===== config.mk =====
export PLATFORM = sky130hd
export DESIGN_NAME = seq_arith_unit_flat
export DESIGN_NICKNAME = d
export VERILOG_FILES = /design/src/rtl/seq_arith_unit_if.sv /design/src/rtl/seq_arith_unit.sv /design/src/flat_wrapper.sv
export SDC_FILE = /design/constraint.sdc
export NUM_CORES = 1
export LEC_CHECK = 0
export CAP_MARGIN = 40
export CORE_UTILIZATION = 55
export DETAILED_ROUTE_END_ITERATION = 8
export PLACE_DENSITY = 0.86
export SYNTH_ARGS = -nofsm -noshare
export SYNTH_HDL_FRONTEND = slang
export SYNTH_SLANG_ARGS = --single-unit

===== constraint.sdc =====
create_clock -name clk -period 2.6 [get_ports clk]
set_clock_uncertainty 0.2 [all_clocks]
set_input_delay 0.52 -clock clk [delete_from_list [all_inputs] [get_ports clk]]
set_output_delay 0.52 -clock clk [all_outputs]
set_load 0.01 [all_outputs]

===== src/rtl/seq_arith_unit_if.sv =====
// Operand/result handshake bundle for seq_arith_unit.
// The slave modport is the arithmetic unit; the master modport is its producer/consumer.
interface seq_arith_unit_if #(
  parameter int WIDTH = 4
);
  logic                 in_valid;
  logic                 in_ready;
  logic [WIDTH-1:0]     op_a;
  logic [WIDTH-1:0]     op_b;
  logic                 mode;
  logic                 out_valid;
  logic                 out_ready;
  logic [2*WIDTH-1:0]   result;
  logic                 busy;

  modport master (
    output in_valid, op_a, op_b, mode, out_ready,
    input  in_ready, out_valid, result, busy
  );

  modport slave (
    input  in_valid, op_a, op_b, mode, out_ready,
    output in_ready, out_valid, result, busy
  );
endinterface


===== src/rtl/seq_arith_unit.sv =====
// Sequential add / shift-add multiply unit with valid/ready handshakes on both sides.
// Add completes in one cycle; multiply takes exactly WIDTH cycles regardless of data.
module seq_arith_unit #(
  parameter int WIDTH = 4
) (
  input  logic              clk,
  input  logic              rst_n,
  seq_arith_unit_if.slave   bus
);

  localparam int CW = $clog2(WIDTH) + 1;

  typedef enum logic [1:0] {
    IDLE = 2'd0,
    MUL  = 2'd1,
    DONE = 2'd2
  } state_t;

  state_t               state_q, state_d;
  logic [2*WIDTH-1:0]   acc_q, acc_d;
  logic [2*WIDTH-1:0]   a_sh_q, a_sh_d;
  logic [WIDTH-1:0]     b_sh_q, b_sh_d;
  logic [CW-1:0]        cnt_q, cnt_d;
  logic [2*WIDTH-1:0]   result_q, result_d;
  logic [WIDTH:0]       sum_s;
  logic [2*WIDTH-1:0]   acc_step_s;

  // State and datapath registers.
  always_ff @(posedge clk or negedge rst_n) begin
    if (!rst_n) begin
      state_q  <= IDLE;
      acc_q    <= {(2*WIDTH){1'b0}};
      a_sh_q   <= {(2*WIDTH){1'b0}};
      b_sh_q   <= {WIDTH{1'b0}};
      cnt_q    <= {CW{1'b0}};
      result_q <= {(2*WIDTH){1'b0}};
    end else begin
      state_q  <= state_d;
      acc_q    <= acc_d;
      a_sh_q   <= a_sh_d;
      b_sh_q   <= b_sh_d;
      cnt_q    <= cnt_d;
      result_q <= result_d;
    end
  end

  // Next-state and datapath update.
  always_comb begin
    state_d    = state_q;
    acc_d      = acc_q;
    a_sh_d     = a_sh_q;
    b_sh_d     = b_sh_q;
    cnt_d      = cnt_q;
    result_d   = result_q;
    sum_s      = {1'b0, bus.op_a} + {1'b0, bus.op_b};
    // This step's add is folded in so the last iteration can write result directly.
    acc_step_s = b_sh_q[0] ? (acc_q + a_sh_q) : acc_q;

    case (state_q)
      IDLE: begin
        if (bus.in_valid) begin
          if (bus.mode) begin
            acc_d   = {(2*WIDTH){1'b0}};
            a_sh_d  = {{WIDTH{1'b0}}, bus.op_a};
            b_sh_d  = bus.op_b;
            cnt_d   = {CW{1'b0}};
            state_d = MUL;
          end else begin
            result_d = {{(WIDTH-1){1'b0}}, sum_s};
            state_d  = DONE;
          end
        end else begin
          state_d = IDLE;
        end
      end
      MUL: begin
        acc_d  = acc_step_s;
        a_sh_d = a_sh_q << 1;
        b_sh_d = b_sh_q >> 1;
        cnt_d  = cnt_q + {{(CW-1){1'b0}}, 1'b1};
        if (cnt_q == CW'(WIDTH - 1)) begin
          result_d = acc_step_s;
          state_d  = DONE;
        end else begin
          state_d = MUL;
        end
      end
      DONE: begin
        if (bus.out_ready) begin
          state_d = IDLE;
        end else begin
          state_d = DONE;
        end
      end
      default: begin
        state_d = IDLE;
      end
    endcase
  end

  assign bus.in_ready  = (state_q == IDLE);
  assign bus.out_valid = (state_q == DONE);
  assign bus.busy      = (state_q == MUL);
  assign bus.result    = result_q;

endmodule


===== src/flat_wrapper.sv =====
// flat-port wrapper written by rule: the top's interface ports become plain ports
module seq_arith_unit_flat 
#(
  parameter int WIDTH = 4
)
  (clk, rst_n, bus_in_valid, bus_op_a, bus_op_b, bus_mode, bus_out_ready, bus_in_ready, bus_out_valid, bus_result, bus_busy);
  seq_arith_unit_if #(.WIDTH(WIDTH)) bus_i ();
  input  logic clk;
  input  logic rst_n;
  input wire logic [$bits(bus_i.in_valid)-1:0] bus_in_valid;
  input wire logic [$bits(bus_i.op_a)-1:0] bus_op_a;
  input wire logic [$bits(bus_i.op_b)-1:0] bus_op_b;
  input wire logic [$bits(bus_i.mode)-1:0] bus_mode;
  input wire logic [$bits(bus_i.out_ready)-1:0] bus_out_ready;
  output wire logic [$bits(bus_i.in_ready)-1:0] bus_in_ready;
  output wire logic [$bits(bus_i.out_valid)-1:0] bus_out_valid;
  output wire logic [$bits(bus_i.result)-1:0] bus_result;
  output wire logic [$bits(bus_i.busy)-1:0] bus_busy;
  assign bus_i.in_valid = bus_in_valid;
  assign bus_i.op_a = bus_op_a;
  assign bus_i.op_b = bus_op_b;
  assign bus_i.mode = bus_mode;
  assign bus_i.out_ready = bus_out_ready;
  assign bus_in_ready = bus_i.in_ready;
  assign bus_out_valid = bus_i.out_valid;
  assign bus_result = bus_i.result;
  assign bus_busy = bus_i.busy;
  seq_arith_unit #(.WIDTH(WIDTH)) u_core (.clk(clk), .rst_n(rst_n), .bus(bus_i));
endmodule

==> results.ini <==
[sta]
holdWs_ps=288
period_needed_ps=2370
setup_viol=0
rsz0062_at_grt=false
tightest_slew_ps=720
slew_headroom_pct=52.0
slew_violations=0
timing.fmax_mhz=421
worst_slack_ps=226
finalHoldViolations=0
finalCritPeriodShare_pct=91.3
setup_tns_ps=0

[synth]
ys_seq_area_share_pct=41.4
synthTopCellsByArea=dfrtp_1 41%, ha_1 8.2%, nand2_1 4.3%
synthCells=206
async_reset_ff_share_pct=100
synth.cells.most_frequent=33 x dfrtp_1, 23 x nand2_1, 17 x o21ai_0, 15 x a21oi_1, 13 x ha_1
synth_ff_type=dfrtp_1
synth.avg_cell_area_sq_um=9.68
synth.distinct_cells=39
synth_area_leader_cell=dfrtp_1
synth-seq-cells=33
yosys_warnings=0
synth_fp_nets=234
syn_area_sq_um=1990
synth_edf_count=0
yosysMostFrequentCell=dfrtp_1
synth_top_area_share_pct=41.4

[critical_path]
reg2reg_depth=7
cp.arrival_ps=2420
start_kind=register
path_cells=ha_1, fa_1, a211oi_1, o21bai_1, a21oi_1, xnor2_1, a32o_1
cp.required_ps=2640
r2r_slack_ps=230
crit_slowest_cell=fa_1
slowest_delay_ps=440
cp_max_fo=3
crit_start=u_core.a_sh_q[0]
cp-end-kind=register
critPathKind=reg -> reg
r2r_start=u_core.a_sh_q[0]
r2r-end=u_core.acc_q[6]

[detailed_routing]
firstDrtPassIters=4
wl_met2_mm=1.95
detail_route.wirelength_mm=4.13
vias=1628
topRoutingLayerUsed=met4
routed_via_density=5.88
ant_nets=0
wl_per_cell_microns=14.9
wl_met1_mm=1.95
first_iter_violations=71
routed-wl-met3_microns=165
drc_errors=0

[layout]
fillers=277
final_layout_size_suffix_gt1_share_pct=9.52
diodes=0
synthToLayoutAreaGrowth_pct=17.5
final_core_util_pct=68.6
fin_nets=258

[place]
place_ws_ps=166
place_congestion=0.809
port_buffers=23
hpwl_mm=2.90

[hold_path]
min_path_cells=1
min_path_type=reg -> reg
min_from=u_core.bus.result[6]
min_to=u_core.bus.result[6]

[cts]
ctsResizeCount=0
clk_pin_slew_ps=100
ctsRootBufferMaster=clkbuf_4
cts_buffers=5
cts_hold_buf=0
cts_tree=built
clock_latency_ps=350
cts.sinks=33
cts_setup_buffers=0
clockBufferDepth=2
ctsHtreeMaxLevel=2

[die]
io_pins=24
core_area_sq_um=3420
core.rowCount=21
fp.dieW_microns=62.2
die_area_sq_um=3870
start_util_pct=58.4
die_h_microns=62.2

[global_routing]
grt_max_degree=34
grt_pass1_vias=1524
grt_usage_pct=23.8
antenna_found_initial=0
overflow=0
grt_pass1_wl_mm=7.18

[outcome]
status=complete, no violations

[power]
power_density_nw_per_um2=1160
leakagePower_uw=0.00107
ir_drop_uv=615

[flow_run]
cap_violations=0

-- cell type report --
type / count / area (sq um) / share of cell area [%]
tap: 46 / 57.6 / 2.46
clock buffer: 7 / 65.1 / 2.78
clock inverter: 1 / 5.00 / 0.214
sequential: 33 / 826 / 35.3
multi-input combinational: 154 / 1090 / 46.7
timing repair buffer: 27 / 260 / 11.1
inverter: 9 / 33.8 / 1.44
-- flip-flops by register name (all words and copies together) (netlist names) --
name,count
u_core.a_sh_q,8
u_core.acc_q,8
u_core.b_sh_q,4
u_core.bus.result,8
u_core.cnt_q,3
u_core.state_q,2
-- how the worst max path moves through the flow --
stage,to,slack (ps),depth (start not counted)
6_report,u_core.acc_q[6],230,7
5_1_grt,u_core.acc_q[6],140,7
4_1_cts,u_core.acc_q[6],230,7
3_5_place_dp,u_core.bus.result[4],170,8
3_3_place_gp,u_core.bus.result[4],230,8
2_1_floorplan,u_core.acc_q[6],430,7
-- where the power goes --
part	switching [uW]	internal (uW)
Combinational	767	677
Sequential	215	726
Clock	187	157
Total	1170	1560
-- stage by stage --
| step | instance area [sq um] | total power, uW | cells |
|---|---|---|---|
| after global routing | 2340 | 2960 | 277 |
| final | 2340 | 2730 | 277 |
| after detailed placement | 2270 | 2400 | 269 |
| after global placement | 2270 | 2330 | 269 |
| after floorplan | 1990 | 1920 | 206 |
| after CTS | 2340 | 2740 | 277 |
-- critical path: cells and delay by family, from the launching register on --
kind,cells,cell delay [ps]
flip-flops,1,420
adder cells (fa/ha/maj),2,700
AO/OA/AOI/OAI,4,860
XOR/XNOR,1,90
-- kinds of logic (layout without fill, tap and decap cells) --
logic type | count (synthesis) | in the layout | synth area share [%]
compound gates | 67 | 67 | 23.3
simple gates | 55 | 55 | 13.2
flops | 33 | 33 | 41.4
buf+inv | 19 | 44 | 3.64
fa+ha+maj | 15 | 15 | 10.2
mux | 10 | 10 | 5.15
xor+xnor | 7 | 7 | 3.08
-- per-layer routing --
metal | global-route usage [%] | vias to the layer above
met1 | 32.1 | 789
li1 | - | 798
met3 | 5.51 | 7
met4 | 10.5 | 0
met5 | 0 | -
met2 | 36.7 | 34
-- placed cells by master, fill, tap and decap left out, drive strengths merged, types with 2 or more instances in the layout --
| cell | Yosys | layout |
|---|---|---|
| nor2b | 3 | 3 |
| or2 | 3 | 3 |
| o211ai | 2 | 2 |
| o31ai | 2 | 2 |
| nand2 | 23 | 23 |
| xnor2 | 6 | 6 |
| fa | 2 | 2 |
| nand2b | 3 | 3 |
| ha | 13 | 13 |
| mux2 | 2 | 2 |
| clkdlybuf4s50 | 0 | 23 |
| mux2i | 8 | 8 |
| a2111oi | 3 | 3 |
| a32o | 4 | 4 |
| a22o | 6 | 6 |
| clkbuf | 7 | 7 |
| a21oi | 15 | 15 |
| inv | 9 | 9 |
| nor2 | 11 | 11 |
| buf | 3 | 4 |
| dfrtp | 33 | 33 |
| a21o | 7 | 7 |
| o21ai | 17 | 17 |
| nor3b | 3 | 3 |
| a211oi | 6 | 6 |
| o21a | 2 | 2 |
| nor3 | 4 | 4 |
(Power assumes the default switching activity.)
